$ cat config.mk
export PLATFORM = sky130hd
export DESIGN_NAME = instr_decode_stage
export DESIGN_NICKNAME = d
export VERILOG_FILES = /design/src/rtl/instr_decode_stage_pkg.sv /design/src/rtl/instr_decode_stage_rv32i_decoder.sv /design/src/rtl/instr_decode_stage.sv
export SDC_FILE = /design/constraint.sdc
export NUM_CORES = 1
export LEC_CHECK = 0
export ABC_AREA = 1
export ABC_CLOCK_PERIOD_IN_PS = 2000
export BUFFER_PORTS_ARGS = -buffer_cell sky130_fd_sc_hd__buf_2
export CAP_MARGIN = 20
export CORE_ASPECT_RATIO = 0.8
export CORE_MARGIN = 3
export CORE_UTILIZATION = 50
export DETAILED_ROUTE_END_ITERATION = 16
export PLACE_DENSITY = 0.83
export SETUP_SLACK_MARGIN = 0.05
export SYNTH_ARGS = -nofsm -noshare
export SYNTH_HDL_FRONTEND = slang
export SYNTH_SLANG_ARGS = --single-unit
$ cat constraint.sdc
create_clock -name clk -period 2 [get_ports clk]
set_input_delay 0.1 -clock clk [delete_from_list [all_inputs] [get_ports clk]]
set_output_delay 0.1 -clock clk [all_outputs]
set_load 0.01 [all_outputs]
$ cat src/rtl/instr_decode_stage_pkg.sv
// Shared RV32I decode constants: opcodes, instruction ids, immediate formats,
// occupancy states and the registered stage entry layout.
package instr_decode_stage_pkg;

    localparam logic [6:0] OPC_OP     = 7'b0110011;
    localparam logic [6:0] OPC_OP_IMM = 7'b0010011;
    localparam logic [6:0] OPC_LOAD   = 7'b0000011;
    localparam logic [6:0] OPC_STORE  = 7'b0100011;
    localparam logic [6:0] OPC_BRANCH = 7'b1100011;
    localparam logic [6:0] OPC_LUI    = 7'b0110111;
    localparam logic [6:0] OPC_AUIPC  = 7'b0010111;
    localparam logic [6:0] OPC_JAL    = 7'b1101111;
    localparam logic [6:0] OPC_JALR   = 7'b1100111;

    localparam logic [5:0] INSTR_INVALID = 6'd0;
    localparam logic [5:0] INSTR_LUI     = 6'd1;
    localparam logic [5:0] INSTR_AUIPC   = 6'd2;
    localparam logic [5:0] INSTR_JAL     = 6'd3;
    localparam logic [5:0] INSTR_JALR    = 6'd4;
    localparam logic [5:0] INSTR_BEQ     = 6'd5;
    localparam logic [5:0] INSTR_BNE     = 6'd6;
    localparam logic [5:0] INSTR_BLT     = 6'd7;
    localparam logic [5:0] INSTR_BGE     = 6'd8;
    localparam logic [5:0] INSTR_BLTU    = 6'd9;
    localparam logic [5:0] INSTR_BGEU    = 6'd10;
    localparam logic [5:0] INSTR_LB      = 6'd11;
    localparam logic [5:0] INSTR_LH      = 6'd12;
    localparam logic [5:0] INSTR_LW      = 6'd13;
    localparam logic [5:0] INSTR_LBU     = 6'd14;
    localparam logic [5:0] INSTR_LHU     = 6'd15;
    localparam logic [5:0] INSTR_SB      = 6'd16;
    localparam logic [5:0] INSTR_SH      = 6'd17;
    localparam logic [5:0] INSTR_SW      = 6'd18;
    localparam logic [5:0] INSTR_ADDI    = 6'd19;
    localparam logic [5:0] INSTR_SLTI    = 6'd20;
    localparam logic [5:0] INSTR_SLTIU   = 6'd21;
    localparam logic [5:0] INSTR_XORI    = 6'd22;
    localparam logic [5:0] INSTR_ORI     = 6'd23;
    localparam logic [5:0] INSTR_ANDI    = 6'd24;
    localparam logic [5:0] INSTR_SLLI    = 6'd25;
    localparam logic [5:0] INSTR_SRLI    = 6'd26;
    localparam logic [5:0] INSTR_SRAI    = 6'd27;
    localparam logic [5:0] INSTR_ADD     = 6'd28;
    localparam logic [5:0] INSTR_SUB     = 6'd29;
    localparam logic [5:0] INSTR_SLL     = 6'd30;
    localparam logic [5:0] INSTR_SLT     = 6'd31;
    localparam logic [5:0] INSTR_SLTU    = 6'd32;
    localparam logic [5:0] INSTR_XOR     = 6'd33;
    localparam logic [5:0] INSTR_SRL     = 6'd34;
    localparam logic [5:0] INSTR_SRA     = 6'd35;
    localparam logic [5:0] INSTR_OR      = 6'd36;
    localparam logic [5:0] INSTR_AND     = 6'd37;

    // FMT_SH is the shift-immediate form: only the shamt field is carried.
    typedef enum logic [2:0] {
        FMT_NONE, FMT_R, FMT_I, FMT_SH, FMT_S, FMT_B, FMT_U, FMT_J
    } imm_fmt_e;

    typedef enum logic [1:0] {
        OCC_EMPTY = 2'd0,
        OCC_ONE   = 2'd1,
        OCC_FULL  = 2'd2
    } occ_e;

    typedef struct packed {
        logic [5:0]  instr_id;
        logic [4:0]  rs1_addr;
        logic [4:0]  rs2_addr;
        logic [4:0]  rd_addr;
        logic        rd_we;
        logic [31:0] imm;
        logic [31:0] pc;
        logic        illegal;
    } entry_t;

    function automatic logic [31:0] imm_gen(input imm_fmt_e fmt, input logic [31:0] i);
        logic [31:0] r;
        case (fmt)
            FMT_I:   r = {{20{i[31]}}, i[31:20]};
            FMT_SH:  r = {27'b0, i[24:20]};
            FMT_S:   r = {{20{i[31]}}, i[31:25], i[11:7]};
            FMT_B:   r = {{19{i[31]}}, i[31], i[7], i[30:25], i[11:8], 1'b0};
            FMT_U:   r = {i[31:12], 12'b0};
            FMT_J:   r = {{11{i[31]}}, i[31], i[19:12], i[20], i[30:21], 1'b0};
            default: r = 32'b0;
        endcase
        return r;
    endfunction

endpackage

$ cat src/rtl/instr_decode_stage_rv32i_decoder.sv
// Purely combinational RV32I decoder: raw word to id, register fields,
// immediate and rd write-enable; unsupported words decode as INSTR_INVALID.
module rv32i_decoder
    import instr_decode_stage_pkg::*;
(
    input  logic [31:0] i_instr,
    output logic [5:0]  o_instr_id,
    output logic [4:0]  o_rs1_addr,
    output logic [4:0]  o_rs2_addr,
    output logic [4:0]  o_rd_addr,
    output logic        o_rd_we,
    output logic [31:0] o_imm,
    output logic        o_illegal
);

    logic [6:0] w_opc;
    logic [2:0] w_f3;
    logic [6:0] w_f7;
    logic [5:0] w_id;
    imm_fmt_e   w_fmt_raw;
    imm_fmt_e   w_fmt;
    logic       w_use_rs1;
    logic       w_use_rs2;
    logic       w_use_rd;

    assign w_opc = i_instr[6:0];
    assign w_f3  = i_instr[14:12];
    assign w_f7  = i_instr[31:25];

    // Opcode compare covers instr[1:0] == 2'b11, so compressed words fall to default.
    always_comb begin
        w_id      = INSTR_INVALID;
        w_fmt_raw = FMT_NONE;
        case (w_opc)
            OPC_LUI:   begin w_id = INSTR_LUI;   w_fmt_raw = FMT_U; end
            OPC_AUIPC: begin w_id = INSTR_AUIPC; w_fmt_raw = FMT_U; end
            OPC_JAL:   begin w_id = INSTR_JAL;   w_fmt_raw = FMT_J; end
            OPC_JALR: begin
                w_fmt_raw = FMT_I;
                if (w_f3 == 3'b000) w_id = INSTR_JALR;
            end
            OPC_BRANCH: begin
                w_fmt_raw = FMT_B;
                case (w_f3)
                    3'b000:  w_id = INSTR_BEQ;
                    3'b001:  w_id = INSTR_BNE;
                    3'b100:  w_id = INSTR_BLT;
                    3'b101:  w_id = INSTR_BGE;
                    3'b110:  w_id = INSTR_BLTU;
                    3'b111:  w_id = INSTR_BGEU;
                    default: w_id = INSTR_INVALID;
                endcase
            end
            OPC_LOAD: begin
                w_fmt_raw = FMT_I;
                case (w_f3)
                    3'b000:  w_id = INSTR_LB;
                    3'b001:  w_id = INSTR_LH;
                    3'b010:  w_id = INSTR_LW;
                    3'b100:  w_id = INSTR_LBU;
                    3'b101:  w_id = INSTR_LHU;
                    default: w_id = INSTR_INVALID;
                endcase
            end
            OPC_STORE: begin
                w_fmt_raw = FMT_S;
                case (w_f3)
                    3'b000:  w_id = INSTR_SB;
                    3'b001:  w_id = INSTR_SH;
                    3'b010:  w_id = INSTR_SW;
                    default: w_id = INSTR_INVALID;
                endcase
            end
            OPC_OP_IMM: begin
                w_fmt_raw = FMT_I;
                case (w_f3)
                    3'b000: w_id = INSTR_ADDI;
                    3'b010: w_id = INSTR_SLTI;
                    3'b011: w_id = INSTR_SLTIU;
                    3'b100: w_id = INSTR_XORI;
                    3'b110: w_id = INSTR_ORI;
                    3'b111: w_id = INSTR_ANDI;
                    3'b001: begin
                        w_fmt_raw = FMT_SH;
                        if (w_f7 == 7'h00) w_id = INSTR_SLLI;
                    end
                    default: begin
                        w_fmt_raw = FMT_SH;
                        if (w_f7 == 7'h00)      w_id = INSTR_SRLI;
                        else if (w_f7 == 7'h20) w_id = INSTR_SRAI;
                    end
                endcase
            end
            OPC_OP: begin
                w_fmt_raw = FMT_R;
                case ({w_f7, w_f3})
                    {7'h00, 3'b000}: w_id = INSTR_ADD;
                    {7'h20, 3'b000}: w_id = INSTR_SUB;
                    {7'h00, 3'b001}: w_id = INSTR_SLL;
                    {7'h00, 3'b010}: w_id = INSTR_SLT;
                    {7'h00, 3'b011}: w_id = INSTR_SLTU;
                    {7'h00, 3'b100}: w_id = INSTR_XOR;
                    {7'h00, 3'b101}: w_id = INSTR_SRL;
                    {7'h20, 3'b101}: w_id = INSTR_SRA;
                    {7'h00, 3'b110}: w_id = INSTR_OR;
                    {7'h00, 3'b111}: w_id = INSTR_AND;
                    default:         w_id = INSTR_INVALID;
                endcase
            end
            default: w_id = INSTR_INVALID;
        endcase
    end

    assign w_fmt = (w_id == INSTR_INVALID) ? FMT_NONE : w_fmt_raw;

    always_comb begin
        w_use_rs1 = 1'b0;
        w_use_rs2 = 1'b0;
        w_use_rd  = 1'b0;
        case (w_fmt)
            FMT_R:         begin w_use_rs1 = 1'b1; w_use_rs2 = 1'b1; w_use_rd = 1'b1; end
            FMT_I, FMT_SH: begin w_use_rs1 = 1'b1; w_use_rd  = 1'b1; end
            FMT_S, FMT_B:  begin w_use_rs1 = 1'b1; w_use_rs2 = 1'b1; end
            FMT_U, FMT_J:  w_use_rd = 1'b1;
            default:       w_use_rd = 1'b0;
        endcase
    end

    assign o_instr_id = w_id;
    assign o_rs1_addr = w_use_rs1 ? i_instr[19:15] : 5'd0;
    assign o_rs2_addr = w_use_rs2 ? i_instr[24:20] : 5'd0;
    assign o_rd_addr  = w_use_rd  ? i_instr[11:7]  : 5'd0;
    assign o_rd_we    = w_use_rd && (i_instr[11:7] != 5'd0);
    assign o_imm      = imm_gen(w_fmt, i_instr);
    assign o_illegal  = (w_id == INSTR_INVALID);

endmodule

$ cat src/rtl/instr_decode_stage.sv
// RV32I decode stage: 1-cycle accept-to-output latency, strict FIFO order, flush drops everything.
// Backpressure through a 2-entry head/skid buffer (in_ready low only when full); DECODE_ILLEGAL_EN adds out_illegal.
module instr_decode_stage
    import instr_decode_stage_pkg::*;
#(
    parameter int XLEN = 32,
    parameter int ID_W = 6
) (
    input  logic            clk,
    input  logic            rst_n,
    input  logic            flush,
    input  logic            in_valid,
    output logic            in_ready,
    input  logic [XLEN-1:0] in_instr,
    input  logic [XLEN-1:0] in_pc,
    output logic            out_valid,
    input  logic            out_ready,
    output logic [ID_W-1:0] out_instr_id,
    output logic [4:0]      out_rs1_addr,
    output logic [4:0]      out_rs2_addr,
    output logic [4:0]      out_rd_addr,
    output logic            out_rd_we,
    output logic [XLEN-1:0] out_imm,
    output logic [XLEN-1:0] out_pc
`ifdef DECODE_ILLEGAL_EN
    ,
    output logic            out_illegal
`endif
);

    occ_e   r_state;
    occ_e   w_state_nxt;
    entry_t r_head;
    entry_t r_skid;
    entry_t w_dec_ent;

    logic [5:0]  w_dec_id;
    logic [4:0]  w_dec_rs1;
    logic [4:0]  w_dec_rs2;
    logic [4:0]  w_dec_rd;
    logic        w_dec_we;
    logic [31:0] w_dec_imm;
    logic        w_dec_illegal;

    logic w_in_xfer;
    logic w_out_xfer;
    logic w_head_ld_dec;
    logic w_head_ld_skid;
    logic w_skid_ld;

    rv32i_decoder u_dec (
        .i_instr    (in_instr),
        .o_instr_id (w_dec_id),
        .o_rs1_addr (w_dec_rs1),
        .o_rs2_addr (w_dec_rs2),
        .o_rd_addr  (w_dec_rd),
        .o_rd_we    (w_dec_we),
        .o_imm      (w_dec_imm),
        .o_illegal  (w_dec_illegal)
    );

    always_comb begin
        w_dec_ent          = '0;
        w_dec_ent.instr_id = w_dec_id;
        w_dec_ent.rs1_addr = w_dec_rs1;
        w_dec_ent.rs2_addr = w_dec_rs2;
        w_dec_ent.rd_addr  = w_dec_rd;
        w_dec_ent.rd_we    = w_dec_we;
        w_dec_ent.imm      = w_dec_imm;
        w_dec_ent.pc       = in_pc;
        w_dec_ent.illegal  = w_dec_illegal;
    end

    assign w_in_xfer  = in_valid && in_ready;
    assign w_out_xfer = out_valid && out_ready;

    always_ff @(posedge clk or negedge rst_n) begin
        if (!rst_n) r_state <= OCC_EMPTY;
        else        r_state <= w_state_nxt;
    end

    always_comb begin
        w_state_nxt = r_state;
        if (flush) begin
            w_state_nxt = OCC_EMPTY;
        end else begin
            case (r_state)
                OCC_EMPTY: if (w_in_xfer) w_state_nxt = OCC_ONE;
                OCC_ONE: begin
                    if (w_in_xfer && !w_out_xfer)      w_state_nxt = OCC_FULL;
                    else if (!w_in_xfer && w_out_xfer) w_state_nxt = OCC_EMPTY;
                end
                OCC_FULL:  if (w_out_xfer) w_state_nxt = OCC_ONE;
                default:   w_state_nxt = OCC_EMPTY;
            endcase
        end
    end

    always_comb begin
        in_ready  = (r_state != OCC_FULL);
        out_valid = (r_state != OCC_EMPTY);
    end

    // Head takes the new word only when it is (or is about to be) the oldest entry.
    assign w_head_ld_dec  = w_in_xfer && ((r_state == OCC_EMPTY) ||
                                          ((r_state == OCC_ONE) && w_out_xfer));
    assign w_head_ld_skid = w_out_xfer && (r_state == OCC_FULL);
    assign w_skid_ld      = w_in_xfer && !w_out_xfer && (r_state == OCC_ONE);

    always_ff @(posedge clk or negedge rst_n) begin
        if (!rst_n) begin
            r_head <= '0;
            r_skid <= '0;
        end else if (!flush) begin
            if (w_head_ld_dec)       r_head <= w_dec_ent;
            else if (w_head_ld_skid) r_head <= r_skid;
            if (w_skid_ld)           r_skid <= w_dec_ent;
        end
    end

    assign out_instr_id = r_head.instr_id;
    assign out_rs1_addr = r_head.rs1_addr;
    assign out_rs2_addr = r_head.rs2_addr;
    assign out_rd_addr  = r_head.rd_addr;
    assign out_rd_we    = r_head.rd_we;
    assign out_imm      = r_head.imm;
    assign out_pc       = r_head.pc;

`ifdef DECODE_ILLEGAL_EN
    assign out_illegal = r_head.illegal;
`else
    logic w_unused_illegal;
    assign w_unused_illegal = r_head.illegal;
`endif

endmodule

### Word level (Yosys, flattened, before mapping)

Index checks and enable logic that the tools add are counted.

| word-level totals | value |
|---|---|
| register bits | 175 |
| bits of input ports | 69 |
| output and inout bits | 88 |

| cells by class | value |
|---|---|
| equal/unequal tests | 39 |
| muxes and demuxes | 28 |
| bitwise operators | 1 |
| reduce and logical (&&, ||, !) cells | 29 |

Operators with widths:

| cell | number |
|---|---|
| $pmux 32 s6 | 1 |
| $mux 87 | 2 |
| $pmux 6 s10 | 1 |
| $pmux 6 s9 | 1 |
| $pmux 6 s7 | 1 |
| $eq 10x3->1 const B | 4 |
| $eq 7x6->1 const B | 4 |
| $mux 5 | 5 |
| $eq 3x3->1 const B | 8 |
| $pmux 4 s6 | 1 |
| $eq 7x7->1 const B | 3 |
| $pmux 3 s7 | 1 |
| $eq 10x2->1 const B | 2 |
| $eq 10x9->1 const B | 2 |
| $pmux 4 s5 | 1 |
| $pmux 5 s3 | 1 |
| $eq 7x5->1 const B | 2 |
| $eq 3x2->1 const B | 4 |
| $eq 10x1->1 const B | 1 |
| $logic_not 10->1 | 1 |
| $mux 2 | 5 |
| $reduce_or 5->1 | 2 |
| $logic_and 1x1->1 | 9 |
| $eq 7x2->1 const B | 1 |
| other kinds (24) | 34 |

### Logic depth before layout (Yosys ltp)

| depth | value |
|---|---|
| depth in word-level cells | 12 |
| mapped depth | 20 |
| gate-level depth less buffers | 18 |

### By module

From an unflattened synthesis, not the netlist that was laid out.

| second synthesis, totals | value |
|---|---|
| cells, all modules | 1,254 |
| area, all modules | 9,137.5 um2 |

By module, submodules not included:

| module | times used | cells each | area an instance (um2) |
|---|---|---|---|
| instr_decode_stage | 1 | 946 | 7,748.7 |
| rv32i_decoder | 1 | 308 | 1,388.8 |

### Worst setup path after synthesis

OpenSTA, ideal clock, no wires.

| path | value |
|---|---|
| path kind | reg-to-reg |
| start point | reg r_state[0] |
| end point | reg r_head (netlist bit out_instr_id[4]) |
| data arrival time | 1.781 ns |
| required time | 1.934 ns |
| setup slack | 0.154 ns |
| cell stages (with the launch flop) | 11 |
| period minus slack after synthesis | 1.846 ns |
| cells stage by stage | dfrtp_1 > nand2_1 > and3_1 > clkbuf_1 > inv_1 > a21oi_2 > inv_2 > clkbuf_1 > a21oi_1 > o21ai_0 > nand2_1 |

| between the ends | value |
|---|---|
| word-level cells in the longest chain between the ends | 7 |
| elaborated cells on any way between the ends | 14 |
| those cells by class | eq/ne (3); mux (1); reduce/logical (10) |

Ends and longest elaborated chain:

| element | RTL line | RTL |
|---|---|---|
| start: declaration | instr_decode_stage.sv:31 | `occ_e r_state;` |
| start signal: assignment | instr_decode_stage.sv:79 | `else r_state <= w_state_nxt;` |
| $reduce_bool 2->1 | instr_decode_stage.sv:101 | `out_valid = (r_state != OCC_EMPTY);` |
| $logic_and 1x1->1 | instr_decode_stage.sv:75 | `assign w_out_xfer = out_valid && out_ready;` |
| $logic_and 1x1->1 | instr_decode_stage.sv:106 | `((r_state == OCC_ONE) && w_out_xfer));` |
| $logic_or 1x1->1 | instr_decode_stage.sv:105 | `assign w_head_ld_dec = w_in_xfer && ((r_state == OCC_EMPTY) \|\|` |
| $logic_and 1x1->1 | instr_decode_stage.sv:105 |  |
| $reduce_bool 2->1 (no source line) | n/a |  |
| $reduce_and 2->1 (no source line) | n/a |  |
| end signal: assignment | instr_decode_stage.sv:115 | `if (w_head_ld_dec) r_head <= w_dec_ent;` |
| end signal: assignment | instr_decode_stage.sv:116 | `else if (w_head_ld_skid) r_head <= r_skid;` |
| end: declaration | instr_decode_stage.sv:33 | `entry_t r_head;` |

Several ways; a longest one is shown, not always the timed one.
A chain may end at the register's enable or synchronous reset.

### Worst setup path after layout

| path | value |
|---|---|
| start point | reg r_state[0] |
| end point | reg r_skid[44] in the netlist's numbering |

| between the ends | value |
|---|---|
| word-level cells in the longest chain between the ends | 6 |
| elaborated cells on any way between the ends | 9 |
| those cells by class | eq/ne (2); reduce/logical (7) |

Ends and longest elaborated chain:

| element | RTL line | RTL |
|---|---|---|
| $reduce_bool 2->1 | instr_decode_stage.sv:101 |  |
| $logic_and 1x1->1 | instr_decode_stage.sv:75 |  |
| $logic_not 1->1 | instr_decode_stage.sv:108 | `assign w_skid_ld = w_in_xfer && !w_out_xfer && (r_state == OCC_ONE);` |
| $logic_and 1x1->1 | instr_decode_stage.sv:108 |  |
| $logic_and 1x1->1 * | instr_decode_stage.sv:108 |  |
| $reduce_and 2->1 (no source line) * | n/a |  |
| end signal: assignment | instr_decode_stage.sv:117 | `if (w_skid_ld) r_skid <= w_dec_ent;` |
| end: declaration | instr_decode_stage.sv:34 | `entry_t r_skid;` |

Mark *: on every way between the ends. The rest lies on a longest branch, timed or not.

==> out/results.ini <==
[global_route]
grt_overflow = 0
grt_pass1_wl_mm = 40.72
grt_pass1_vias = 8101
grt_max_degree = 109
track_usage_pct = 26.77
antenna_found_initial = 0

[floorplanning]
die_h_um = 123.5
die_x_um = 152.9
num_rows = 42
initial_utilization_pct = 51.65
core_area_um2 = 16710
die_area_um2 = 18890
ios = 157

[place]
placed_cells = 1551
place_congestion = 0.9504
dp_hpwl_mm = 17.07
place.port_buffers = 156

[timing]
relSlewSlack_pct = 65.02
fmax_mhz = 544.4
finalHoldWorstSlack_ps = 8.453
tightest_slew_ps = 524.7
finalHoldViolations = 0
maxSlewViolCount = 0
fin_crit_ps = 1837
setup_tns_ps = 0
fin_crit_sh_pct = 91.84
rsz0062_at_grt = yes
setup_violations = 0
fin_skew_ps = 9.847

[worst_setup_path]
slowest_stage = dfrtp_1
critPathCaptureType = flop
max_stage_delay_ps = 440
path_cells = nor2_1 -> nor2_1 -> inv_1 -> nor4_4 -> buf_8 -> nor2_1 -> a31oi_2
start_kind = flop
crit_arrival_ps = 2170
required_ps = 2340
worst-setup-path-type = reg2reg
worst_path_most_repeated_cell = nor2_1
path_max_fanout = 56

[logic_synthesis]
synthCells = 1168
ys_warn_count = 0
synth-seq-cells = 174
seq_area_frac_synth_pct = 50.44
syn_area_um2 = 8632
synth_top_area_share_pct = 50.44
syn_nets = 1237
yosysTopAreaCell = dfrtp_1
syn_area_per_cell_um2 = 7.390
yosys-top-cells-area = dfrtp_1 (50%), nand2_1 (19%), nor2_1 (8.6%)
yosys.cell_types.count = 35

[clock_tree]
cts_tree = yes
clk_pin_slew_worst_paths_ps = 70
cts_root_buf = clkbuf_16
htreeDepth = 4
cts_buffer_depth = 2
cts_sinks = 174
insertion_delay_ps = 440
numCtsBuffers = 17

[cells_and_area]
final_cell_mix = nand2_1 (441), nor2_1 (194), dfrtp_1 (174)
final_common_cell = nand2_1
layout-area-overhead-vs-synth_pct = 29.54
n_fill_cell = 1420
instances_no_fill = 1629
post-route-util_pct = 66.91
nNetsFinal = 1465
antenna_cells = 0
final_layout_size_suffix_gt1_share_pct = 21.43

[power]
sequentialPowerShare_pct = 42.2
power_density_nw_per_um2 = 1229
p_int_uw = 8772
switching_power_uw = 4976
power.leakage_uw = 0.005830
switching_share_pct = 36.19
irDropWorstVdd_mv = 0.6728
combPwrFrac_pct = 33.3
p_clk_share_pct = 24.6

[outcome]
status = finished, final reports clean

[routing]
vias = 8723
drtIter0Drc = 746
drtPass1Iterations = 8
wl_mm = 25.76
antenna_left = 0
drc = 0
via_per_inst = 5.355
wl_per_cell_um = 15.81

[min_path]
hold_path.class = in2reg

[run]
drv_cap = 0

## through the flow
stage | area (um^2) | worst slack, ps | total power (uW)
2_1_floorplan | 8632 | 153.7 | 8412
3_3_place_gp | 10040 | -302.0 | 10010
6_report | 11180 | 163.3 | 13750
3_5_place_dp | 10040 | -266.7 | 10230
5_1_grt | 11180 | 16.13 | 14690
4_1_cts | 11060 | 128.1 | 13710
## repair_timing
item,4_1_cts,5_1_grt
setup buffers,0,2
endpoints found under the hold margin,247,0
gates resized for setup,1,17
endpoints found under the setup margin,1,111
hold buffers,42,0
pin swaps,0,2
gates cloned,0,2
## power by group through the flow
stage | Clock [uW] | Combinational [uW] | Sequential [uW]
detailed placement | 0 | 4430 | 5800
CTS | 3430 | 4510 | 5770
floorplan | 0 | 2340 | 6080
global placement | 0 | 4260 | 5750
global route | 3580 | 5150 | 5950
finish | 3380 | 4570 | 5800
## logic make-up (layout without fill, tap and decap cells)
logic type	Yosys count	in the layout	share of synthesized area, %
compound gates	151	151	10.19
flops	174	174	50.44
mux	1	1	0.1304
simple gates	735	735	33.93
buf+inv	107	348	5.305
## metal layers
layer	global-route usage (%)	part of all wire, %	up-vias
met3	6.333	8.0	44
met2	40.99	46	359
met1	37.97	44	4110
met5	0	0	-
met4	8.848	1.8	0
li1	-	-	4210
## flip-flops by register name, summed over array words and instances, names as in the netlist
name,cells
out_rd_we,1
out_imm,32
out_pc,32
out_rs2_addr,5
out_rs1_addr,5
out_instr_id,6
r_skid,86
r_state,2
out_rd_addr,5
## area by class of cell
| type | count | area [um^2] | share of cell area (%) |
|---|---|---|---|
| repair buffers | 273 | 1904 | 17.03 |
| clock inverters | 12 | 133.9 | 1.197 |
| flip-flops and latches | 174 | 4354 | 38.94 |
| inverters | 43 | 166.4 | 1.488 |
| clock buffers | 20 | 466.7 | 4.174 |
| multi-input cells | 887 | 3881 | 34.71 |
| well taps | 220 | 275.3 | 2.462 |
## cells in the mapped netlist, drive strengths merged
cell    instances
nand2         450
nor2          203
dfrtp         174
nand3          68
a31oi          58
o21ai          49
clkbuf         47
inv            43
a21oi          31
buf            17
nand4           7
a311oi          5
a22oi           4
nor4            2
o22ai           2
or2             2
and3            1
mux2            1
nand3b          1
nor3            1
o211ai          1
o21a            1
## critical path: cells and delay by family, from the launching register on
family                 cells  cell delay (ps)
AND/OR/NAND/NOR            4              620
buffers and inverters      2              440
flip-flops                 1              440
AO/OA/AOI/OAI              1              220
## final timing paths
path	slack, ps	startpoint	cells past startpoint	end
max reg2reg	160	r_state[0]$_DFFE_PN0P_	7	r_skid[44]$_DFFE_PN0P_
min	8	in_instr[25]	3	r_skid[38]$_DFFE_PN0P_
min reg2reg	470	r_skid[25]$_DFFE_PN0P_	2	r_skid[25]$_DFFE_PN0P_
min in group asynchronous	100	rst_n	2	r_skid[72]$_DFFE_PN0P_
max	160	r_state[0]$_DFFE_PN0P_	7	r_skid[44]$_DFFE_PN0P_
max in group asynchronous	1220	rst_n	3	out_pc[14]$_DFFE_PN0P_
Note: power is estimated with default switching activity, not from simulation.
